### src/rtl/mips_control_unit_pkg.sv
// Shared types and constants for the multicycle MIPS control unit.
// Latency: n/a (declarations only).
// Backpressure: n/a.
package mips_control_unit_pkg;

  localparam int OPCODE_W = 6;
  localparam int FUNCT_W  = 6;

  typedef enum logic [3:0] {
    S_FETCH   = 4'd0,
    S_DECODE  = 4'd1,
    S_MEMADR  = 4'd2,
    S_MEMRD   = 4'd3,
    S_MEMWB   = 4'd4,
    S_MEMWR   = 4'd5,
    S_EXECUTE = 4'd6,
    S_ALUWB   = 4'd7,
    S_BRANCH  = 4'd8,
    S_ADDIEX  = 4'd9,
    S_ADDIWB  = 4'd10,
    S_JUMP    = 4'd11
  } state_t;

  typedef enum logic [1:0] {
    ALU_OP_ADD   = 2'b00,
    ALU_OP_SUB   = 2'b01,
    ALU_OP_FUNCT = 2'b10,
    ALU_OP_RSVD  = 2'b11
  } alu_op_t;

  typedef enum logic [2:0] {
    ALU_AND = 3'b000,
    ALU_OR  = 3'b001,
    ALU_ADD = 3'b010,
    ALU_SUB = 3'b110,
    ALU_SLT = 3'b111
  } alu_ctrl_t;

  localparam logic [OPCODE_W-1:0] OP_RTYPE = 6'b000000;
  localparam logic [OPCODE_W-1:0] OP_LW    = 6'b100011;
  localparam logic [OPCODE_W-1:0] OP_SW    = 6'b101011;
  localparam logic [OPCODE_W-1:0] OP_BEQ   = 6'b000100;
  localparam logic [OPCODE_W-1:0] OP_ADDI  = 6'b001000;
  localparam logic [OPCODE_W-1:0] OP_J     = 6'b000010;

  localparam logic [FUNCT_W-1:0] FN_ADD = 6'b100000;
  localparam logic [FUNCT_W-1:0] FN_SUB = 6'b100010;
  localparam logic [FUNCT_W-1:0] FN_AND = 6'b100100;
  localparam logic [FUNCT_W-1:0] FN_OR  = 6'b100101;
  localparam logic [FUNCT_W-1:0] FN_SLT = 6'b101010;

endpackage

### src/rtl/mips_alu_decoder.sv
// Maps the FSM's alu_op plus the R-type funct field to an ALU operation code.
// Latency: purely combinational, zero cycles.
// Backpressure: none.
module mips_alu_decoder
  import mips_control_unit_pkg::*;
(
  input  logic [1:0] alu_op,
  input  logic [5:0] funct,
  output logic [2:0] alu_control
);

  // Unknown funct codes fall back to add so a stray encoding never stalls the datapath
  always_comb begin
    alu_control = ALU_ADD;
    case (alu_op)
      ALU_OP_ADD: alu_control = ALU_ADD;
      ALU_OP_SUB: alu_control = ALU_SUB;
      ALU_OP_FUNCT: begin
        case (funct)
          FN_ADD:  alu_control = ALU_ADD;
          FN_SUB:  alu_control = ALU_SUB;
          FN_AND:  alu_control = ALU_AND;
          FN_OR:   alu_control = ALU_OR;
          FN_SLT:  alu_control = ALU_SLT;
          default: alu_control = ALU_ADD;
        endcase
      end
      default: alu_control = ALU_ADD;
    endcase
  end

endmodule

### src/rtl/mips_control_unit.sv
// Moore FSM sequencing the multicycle MIPS datapath (lw, sw, R-type, beq, addi, j).
// Latency: 2..5 cycles per instruction, FETCH to last state inclusive.
// Backpressure: none; the FSM advances every cycle, rst aborts at once.
module mips_control_unit
  import mips_control_unit_pkg::*;
(
  input  logic       clk,
  input  logic       rst,
  input  logic [5:0] opcode,
  input  logic [5:0] funct,
  input  logic       zero,
  output logic       pc_en,
  output logic       iord,
  output logic       mem_write,
  output logic       ir_write,
  output logic       reg_dst,
  output logic       mem_to_reg,
  output logic       reg_write,
  output logic       alu_src_a,
  output logic [1:0] alu_src_b,
  output logic [1:0] pc_src,
  output logic [2:0] alu_control,
  output logic       instr_done,
  output logic       illegal_op
);

  state_t  state_q;
  state_t  state_d;
  alu_op_t alu_op;
  logic    pc_write;
  logic    branch;
  logic    iord_c;
  logic    mem_write_c;
  logic    ir_write_c;
  logic    reg_write_c;
  logic    done_c;
  logic    illegal_c;

  // State register; reset lands in FETCH immediately, even mid-instruction
  always_ff @(posedge clk or posedge rst) begin
    if (rst) state_q <= S_FETCH;
    else     state_q <= state_d;
  end

  // Next-state and Moore outputs; opcode is only consulted in DECODE and MEMADR
  always_comb begin
    state_d     = S_FETCH;
    alu_op      = ALU_OP_ADD;
    pc_write    = 1'b0;
    branch      = 1'b0;
    iord_c      = 1'b0;
    mem_write_c = 1'b0;
    ir_write_c  = 1'b0;
    reg_write_c = 1'b0;
    done_c      = 1'b0;
    illegal_c   = 1'b0;
    reg_dst     = 1'b0;
    mem_to_reg  = 1'b0;
    alu_src_a   = 1'b0;
    alu_src_b   = 2'b00;
    pc_src      = 2'b00;
    case (state_q)
      S_FETCH: begin
        ir_write_c = 1'b1;
        pc_write   = 1'b1;
        alu_src_b  = 2'b01;
        state_d    = S_DECODE;
      end
      S_DECODE: begin
        alu_src_b = 2'b11;
        case (opcode)
          OP_LW, OP_SW: state_d = S_MEMADR;
          OP_RTYPE:     state_d = S_EXECUTE;
          OP_BEQ:       state_d = S_BRANCH;
          OP_ADDI:      state_d = S_ADDIEX;
          OP_J:         state_d = S_JUMP;
          default: begin
            state_d   = S_FETCH;
            illegal_c = 1'b1;
            done_c    = 1'b1;
          end
        endcase
      end
      S_MEMADR: begin
        alu_src_a = 1'b1;
        alu_src_b = 2'b10;
        if (opcode == OP_LW)      state_d = S_MEMRD;
        else if (opcode == OP_SW) state_d = S_MEMWR;
        else                      state_d = S_FETCH;
      end
      S_MEMRD: begin
        iord_c  = 1'b1;
        state_d = S_MEMWB;
      end
      S_MEMWB: begin
        mem_to_reg  = 1'b1;
        reg_write_c = 1'b1;
        done_c      = 1'b1;
      end
      S_MEMWR: begin
        iord_c      = 1'b1;
        mem_write_c = 1'b1;
        done_c      = 1'b1;
      end
      S_EXECUTE: begin
        alu_src_a = 1'b1;
        alu_op    = ALU_OP_FUNCT;
        state_d   = S_ALUWB;
      end
      S_ALUWB: begin
        reg_dst     = 1'b1;
        reg_write_c = 1'b1;
        done_c      = 1'b1;
      end
      S_BRANCH: begin
        alu_src_a = 1'b1;
        alu_op    = ALU_OP_SUB;
        pc_src    = 2'b01;
        branch    = 1'b1;
        done_c    = 1'b1;
      end
      S_ADDIEX: begin
        alu_src_a = 1'b1;
        alu_src_b = 2'b10;
        state_d   = S_ADDIWB;
      end
      S_ADDIWB: begin
        reg_write_c = 1'b1;
        done_c      = 1'b1;
      end
      S_JUMP: begin
        pc_src   = 2'b10;
        pc_write = 1'b1;
        done_c   = 1'b1;
      end
      default: state_d = S_FETCH;
    endcase
  end

  // Side-effecting strobes are masked while rst is held; the rest show FETCH values
  always_comb begin
    pc_en      = ~rst & (pc_write | (branch & zero));
    iord       = iord_c;
    mem_write  = ~rst & mem_write_c;
    ir_write   = ~rst & ir_write_c;
    reg_write  = ~rst & reg_write_c;
    instr_done = ~rst & done_c;
    illegal_op = ~rst & illegal_c;
  end

  mips_alu_decoder u_alu_decoder (
    .alu_op      (alu_op),
    .funct       (funct),
    .alu_control (alu_control)
  );

endmodule

### config.mk
export PLATFORM = sky130hd
export DESIGN_NAME = mips_control_unit
export DESIGN_NICKNAME = d
export VERILOG_FILES = /design/src/rtl/mips_control_unit_pkg.sv /design/src/rtl/mips_alu_decoder.sv /design/src/rtl/mips_control_unit.sv
export SDC_FILE = /design/constraint.sdc
export NUM_CORES = 1
export LEC_CHECK = 0
export CAP_MARGIN = 20
export CORE_UTILIZATION = 34
export CTS_CLUSTER_SIZE = 25
export DETAILED_ROUTE_END_ITERATION = 8
export GPL_TIMING_DRIVEN = 0
export PLACE_DENSITY = 0.72
export SLEW_MARGIN = 20
export SYNTH_ARGS = -nofsm -noshare
export SYNTH_HDL_FRONTEND = slang
export SYNTH_SLANG_ARGS = --single-unit
### constraint.sdc
create_clock -name clk -period 3.3 [get_ports clk]
set_input_delay 0.66 -clock clk [delete_from_list [all_inputs] [get_ports clk]]
set_output_delay 0.66 -clock clk [all_outputs]
set_load 0.03 [all_outputs]
==> impl_metrics.tcl, run 1 <==
set metrics [dict create \
    status "complete, but fails checks" \
    violations "design-rule violations" \
    cts.sinks 4 \
    grt_pass1_vias 670 \
    slowest_stage "clkdlybuf4s50_1" \
    path_buf_inv 2 \
    crit_required_ns 2.64 \
    synth.largest_area_cell "dfrtp_1" \
    start_util 0.382 \
    row_count 14 \
    p_clk_frac 0.135 \
    core_area_um2 1580 \
    fp.dieW_um 44.1 \
    vias 757 \
    worstSetupStartpointType "input pin" \
    ir_drop_mv 0.324 \
    wl_met1_um 846 \
    slowest_delay_ns 0.52 \
    hpwlAfterDp_um 1460 \
    dpl_cell_area_um2 932 \
    end_kind "output port" \
    period_minus_slack_ns 3.16 \
    setup_viol 0 \
    wl_met3_um 115 \
    ys_top_cells_by_area "dfrtp_1 (17%), nor3_1 (6.7%), nor2_1 (5.6%)" \
    cts_tree "done" \
    numCtsBuffers 3 \
    p_int_mw 0.232 \
    crit_type "in2out" \
    r2r_slack_ns 1.97 \
    fin_nets 137 \
    leakagePower_nw 0.373 \
    synth_compound_area_frac 0.270 \
    io_pins 32 \
    synthSimpleGateAreaFrac 0.374 \
    drv_cap 0 \
    grtUsageTotal 0.204 \
    hold_start "state_q[3]$_DFF_PP0_" \
    p_sw_mw 0.227 \
    synth_area_um2 602 \
    synth.avg_cell_area_um2 7.16 \
    synthMuxAreaShare 0.0166 \
    sw_frac_of_total 0.494 \
    overflow 0 \
    critPathMaxFanout 6 \
    antenna_found_initial 0 \
    top_regs "state_q (4)" \
    finalHoldViolations 0 \
    clock_latency_ns 0.24 \
    whs_ns 0.551 \
    syn_inst 84 \
    synth_top_family_by_area "simple AND/OR/NAND/NOR gates" \
    crit_family "buffers and inverters" \
    ys_types 34 \
    synth.top_cell.area_share 0.166 \
    finalCritPeriodShare 0.959 \
    syn_nets 101 \
    worst_pin_slew_ns 0.479 \
    r2r-start "state_q[0]$_DFF_PP0_" \
    drc 1 \
    fin_ws_ns 0.136 \
    synth_xor_xnor_area_share 0.0437 \
    place_ws_ns -0.280 \
    clkTransAtPathRegs_ns 0.04 \
    synthToLayoutAreaGrowth_pct 58.6 \
    cellPowerDensity_nw_per_um2 481 \
    power_mw 0.459 \
    drt_iter0_drc 14 \
    final_cells 134 \
    die_h_um 44.1 \
    hold_end "state_q[2]$_DFF_PP0_" \
    place_congestion 0.858 \
    yosysWarnings 0 \
    port_buffers 31 \
    largest_reg_flops 4 \
    timing.slew.headroom 0.678 \
    first_pass_iters 6 \
    postLayoutCellArea_um2 955 \
    grt_max_degree 11 \
    diodes 0 \
    pwr-share-seq 0.140 \
    path_cells "clkdlybuf4s50_1, or3_1, or2_0, nor4b_2, clkdlybuf4s15_1" \
    post-cts-setup-buffer-count 0 \
    whs_path_depth 2 \
    synth_fa_ha_area_frac 0.0416 \
    layout-drive-gt1-share 0.102 \
    cts_buffer_depth 2 \
    path_depth 5 \
    top_layer "met4" \
    min_path_type "reg2reg" \
    routed-wl-met2_um 819 \
    routed_wl_um 1800 \
    slew_viol_final 0 \
    root_buffer "clkbuf_4" \
    fill_cells 155 \
    grt_pass1_wl_um 2950 \
    rsz0062_at_grt "false" \
    ys_ff_latch 4 \
    p_comb_frac 0.725 \
    seq_area_frac_synth 0.166 \
    ant_nets 0 \
    skew_ns 0.00714 \
    dp.cells 131 \
    largest_register "state_q" \
    htree_num_levels 1 \
    routed_via_density 5.65 \
    timing.rr.end "state_q[1]$_DFF_PP0_" \
    worstRegToRegCells 5 \
    max_freq_ghz 0.316 \
    arrival_ns 2.50 \
    avgRoutedWirePerCell_um 13.4 \
    dieArea_um2 1940 \
]
[placed cells by master, fill, tap and decap left out, types with 4 or more instances in the layout]
| cell | n |
|---|---|
| clkdlybuf4s50_1 | 27 |
| nor2_1 | 9 |
| nor3_1 | 7 |
| inv_1 | 6 |
| a21oi_1 | 6 |
| nand2b_1 | 5 |
| dfrtp_1 | 4 |
[power groups by stage]
stage	registers (mW)	clock network (mW)	logic [mW]
floorplan	0.0635	0	0.209
global placement	0.0646	0	0.329
detailed placement	0.0648	0	0.333
CTS	0.0644	0.0636	0.329
global route	0.0657	0.0658	0.359
finish	0.0642	0.0619	0.333
[per-stage QoR]
step / utilization / TNS (ns)
after floorplan: - / 0
after global placement: 0.591 / -0.376
after detailed placement: 0.591 / -0.448
after CTS: 0.603 / 0
after global routing: 0.606 / 0
final: 0.606 / 0
[final cells by class]
cell class              instances  area [um^2]  share of cell area
repair buffers                 31          303               0.317
plain buffers                   6         32.5              0.0341
flip-flops and latches          4          100               0.105
clock buffers                   3         22.5              0.0236
multi-input cells              68          454               0.476
well taps                      16         20.0              0.0210
inverters                       6         22.5              0.0236
[routing by layer]
layer,up-vias,GRT usage
li1,375,-
met1,348,0.293
met2,32,0.315
met3,2,0.0245
met4,0,0.0727
met5,-,0
[synthesized netlist by cell type]
cell and n:
nor3_1 8, or3_1 1, o21bai_1 3, or2_0 1, nor4b_2 1, xor2_1 3
nor4_4 1, a2111oi_1 1, clkbuf_1 5, dfrtp_1 4, or2_2 1, a211oi_1 3
o31ai_1 2, nor2b_1 1, nand2_1 3, o211ai_1 1, mux2i_1 1, a31oi_1 1
buf_6 1, and3_1 1, nand3_1 3, a211o_1 1, nor2_1 9, a32oi_1 1
nand3b_1 1, or3_4 1, nand2b_1 5, o21ai_0 3, a21oi_1 6, o22ai_1 1
inv_1 6, a221o_1 1, ha_1 2, nor3b_1 1
[repair_timing]
item                                   CTS  global route
hold buffers                             0             0
pin swaps                                0             0
setup endpoints to repair                4             5
gates resized for setup                  5             7
endpoints found under the hold margin    0             0
[worst max-delay path by stage]
stage	endpoint	slack (ns)	start
4_1_cts	instr_done	0.01	rst
3_5_place_dp	instr_done	-0.28	rst
2_1_floorplan	instr_done	0.37	rst
6_report	illegal_op	0.14	rst
5_1_grt	illegal_op	0.01	rst
3_3_place_gp	instr_done	-0.24	rst
[kinds of logic (layout without fill, tap and decap cells)]
family,count (synthesis),count (layout)
multiplexers,1,1
flip-flops,4,4
buffers and inverters,12,46
AND/OR/NAND/NOR,38,38
XOR/XNOR,3,3
adder cells (fa/ha/maj),2,2
AO/OA/AOI/OAI,24,24
[tightest hold or removal path, cell delays in order, from the launching register on]
cell and delay [ns]:
dfrtp_1 0.33, buf_6 0.13, a2111oi_1 0.05
Note: power is estimated with default switching activity, not from simulation.
==> run 2: changes to the inputs <==
--- a/config.mk
+++ b/config.mk
@@ -7,7 +7,7 @@
 export LEC_CHECK = 0
 export CAP_MARGIN = 20
 export CORE_UTILIZATION = 34
-export CTS_CLUSTER_SIZE = 25
+export CTS_CLUSTER_DIAMETER = 50
 export DETAILED_ROUTE_END_ITERATION = 8
 export GPL_TIMING_DRIVEN = 0
 export PLACE_DENSITY = 0.72
==> constraint.sdc (replaced) <==
create_clock -name clk -period 3.3 [get_ports clk]
set_input_delay 0.495 -clock clk [delete_from_list [all_inputs] [get_ports clk]]
set_output_delay 0.495 -clock clk [all_outputs]
set_load 0.03 [all_outputs]
==> run 2 against run 1 <==
  * The flow still finishes with violations (design-rule violations)
  * Die area unchanged
  * Core utilization up 0.48 points
  * Routed wire length up 0.56%
  * Critical path depth unchanged
  * Global-route usage unchanged
  * Maximum frequency up 0.57%
  * Largest power group unchanged
  * Largest cell class unchanged
  * Sequential share of layout area down 0.082 points
  * Clock power about the same
==> impl_metrics.tcl, run 2 (synthesis results as in run 1) <==
set metrics [dict create \
    start_util 0.382 \
    root_buffer "clkbuf_4" \
    avgRoutedWirePerCell_um 13.5 \
    use_met1 0.293 \
    grt_busiest_layer "met2" \
    layout-drive-gt1-share 0.0678 \
    first_pass_iters 6 \
    port_buffers 31 \
    antenna_found_initial 0 \
    routed_wl_um 1810 \
    ant_nets 0 \
    period_minus_slack_ns 3.15 \
    max_freq_ghz 0.318 \
    place_congestion 0.858 \
    io_pins 32 \
    postLayoutCellArea_um2 962 \
    hpwlAfterDp_um 1460 \
    synthToLayoutAreaGrowth_pct 59.9 \
    status "complete, but fails checks" \
    row_count 14 \
    timing.slew.headroom 0.658 \
    cellPowerDensity_nw_per_um2 477 \
    drt_iter0_drc 22 \
    post-cts-setup-buffer-count 0 \
    tns_ns 0 \
    slew_viol_final 0 \
    arrival_ns 2.65 \
    htree_num_levels 1 \
    worst_pin_slew_ns 0.509 \
    final_cell_mix "clkdlybuf4s50_1 (28), nor2_1 (9), nor3_1 (8)" \
    fin_nets 137 \
    leakagePower_nw 0.405 \
    dieArea_um2 1940 \
    core_area_um2 1580 \
    end_kind "output port" \
    routed_via_density 5.60 \
    largest_reg_flops 4 \
    die_h_um 44.1 \
    setup_viol 0 \
    diodes 0 \
    worstSetupStartpointType "input pin" \
    critPathMaxFanout 6 \
    rsz0062_at_grt "false" \
    finalCritPeriodShare 0.953 \
    crit_type "in2out" \
    fp.dieW_um 44.1 \
    cts.sinks 4 \
    vias 750 \
    grt.met2_usage 0.315 \
    cts_tree "done" \
    grtUsageMet3 0.0245 \
    violations "design-rule violations" \
    dpl_cell_area_um2 932 \
    drc 1 \
    clkTransAtPathRegs_ns 0.04 \
    cts_buffer_depth 2 \
    ir_drop_mv 0.357 \
    min_path_type "reg2reg" \
    grt_max_degree 11 \
    grtUsageTotal 0.204 \
    finalHoldViolations 0 \
    drv_cap 0 \
    skew_ns 0.00706 \
    grt_pass1_vias 670 \
    clock_latency_ns 0.24 \
    final_common_cell "clkdlybuf4s50_1" \
    crit_required_ns 2.80 \
    top_regs "state_q (4)" \
    overflow 0 \
    cts_hold_buffers 0 \
    numCtsBuffers 3 \
    largest_register "state_q" \
    grt_pass1_wl_um 2950 \
]
[run 2: cell type report]
| cell class | instances | area (um^2) |
|---|---|---|
| Inverter | 6 | 22.5 |
| Tap cell | 16 | 20.0 |
| Fill cell | 151 | 614 |
| Buffer | 6 | 30.0 |
| Timing Repair Buffer | 31 | 318 |
| Clock buffer | 3 | 22.5 |
| Multi-Input combinational cell | 68 | 449 |
| Sequential cell | 4 | 100 |
[run 2: critical path: stages]
cell,delay (ns)
clkdlybuf4s50_1,0.53
or3_1,0.37
or2_0,0.23
nor4b_2,0.30
clkdlybuf4s50_1,0.72
[run 2: metal layers]
| metal | vias up | share of wire |
|---|---|---|
| li1 | 375 | - |
| met1 | 345 | 0.48 |
| met2 | 28 | 0.45 |
| met3 | 2 | 0.055 |
| met4 | 0 | 0.010 |
| met5 | - | 0 |
[run 2: final timing paths]
check                                      from                   end  slack (ns)  cells past startpoint
setup / recovery                            rst            illegal_op        0.15                      5
hold / removal             state_q[3]$_DFF_PP0_  state_q[2]$_DFF_PP0_        0.55                      2
setup reg to reg           state_q[0]$_DFF_PP0_  state_q[0]$_DFF_PP0_        1.90                      4
hold reg to reg            state_q[3]$_DFF_PP0_  state_q[2]$_DFF_PP0_        0.55                      2
max in group asynchronous                   rst  state_q[3]$_DFF_PP0_        2.52                      2
min in group asynchronous                   rst  state_q[2]$_DFF_PP0_        0.62                      2
[run 2: power by group]
part           switching [mW]  internal [mW]
sequential            0.00445         0.0599
combinational           0.197          0.135
clock                  0.0213         0.0407
[run 2: per-stage QoR]
stage | setup WS [ns] | hold WS [ns] | util | total power, mW | instances
finish | 0.154 | 0.551 | 0.610 | 0.459 | 134
global route | 0.0222 | 0.563 | 0.610 | 0.492 | 134
CTS | 0.0298 | 0.553 | 0.606 | 0.463 | 134
detailed placement | 0.0501 | 0.553 | 0.591 | 0.398 | 131
global placement | 0.0862 | 0.550 | 0.591 | 0.393 | 131
floorplan | 0.660 | 0.261 | - | 0.273 | 84
[run 2: repair_timing]
item / CTS / global route
endpoints found under the hold margin: 0 / 0
setup endpoints to repair: 0 / 3
gates resized for setup: 0 / 3
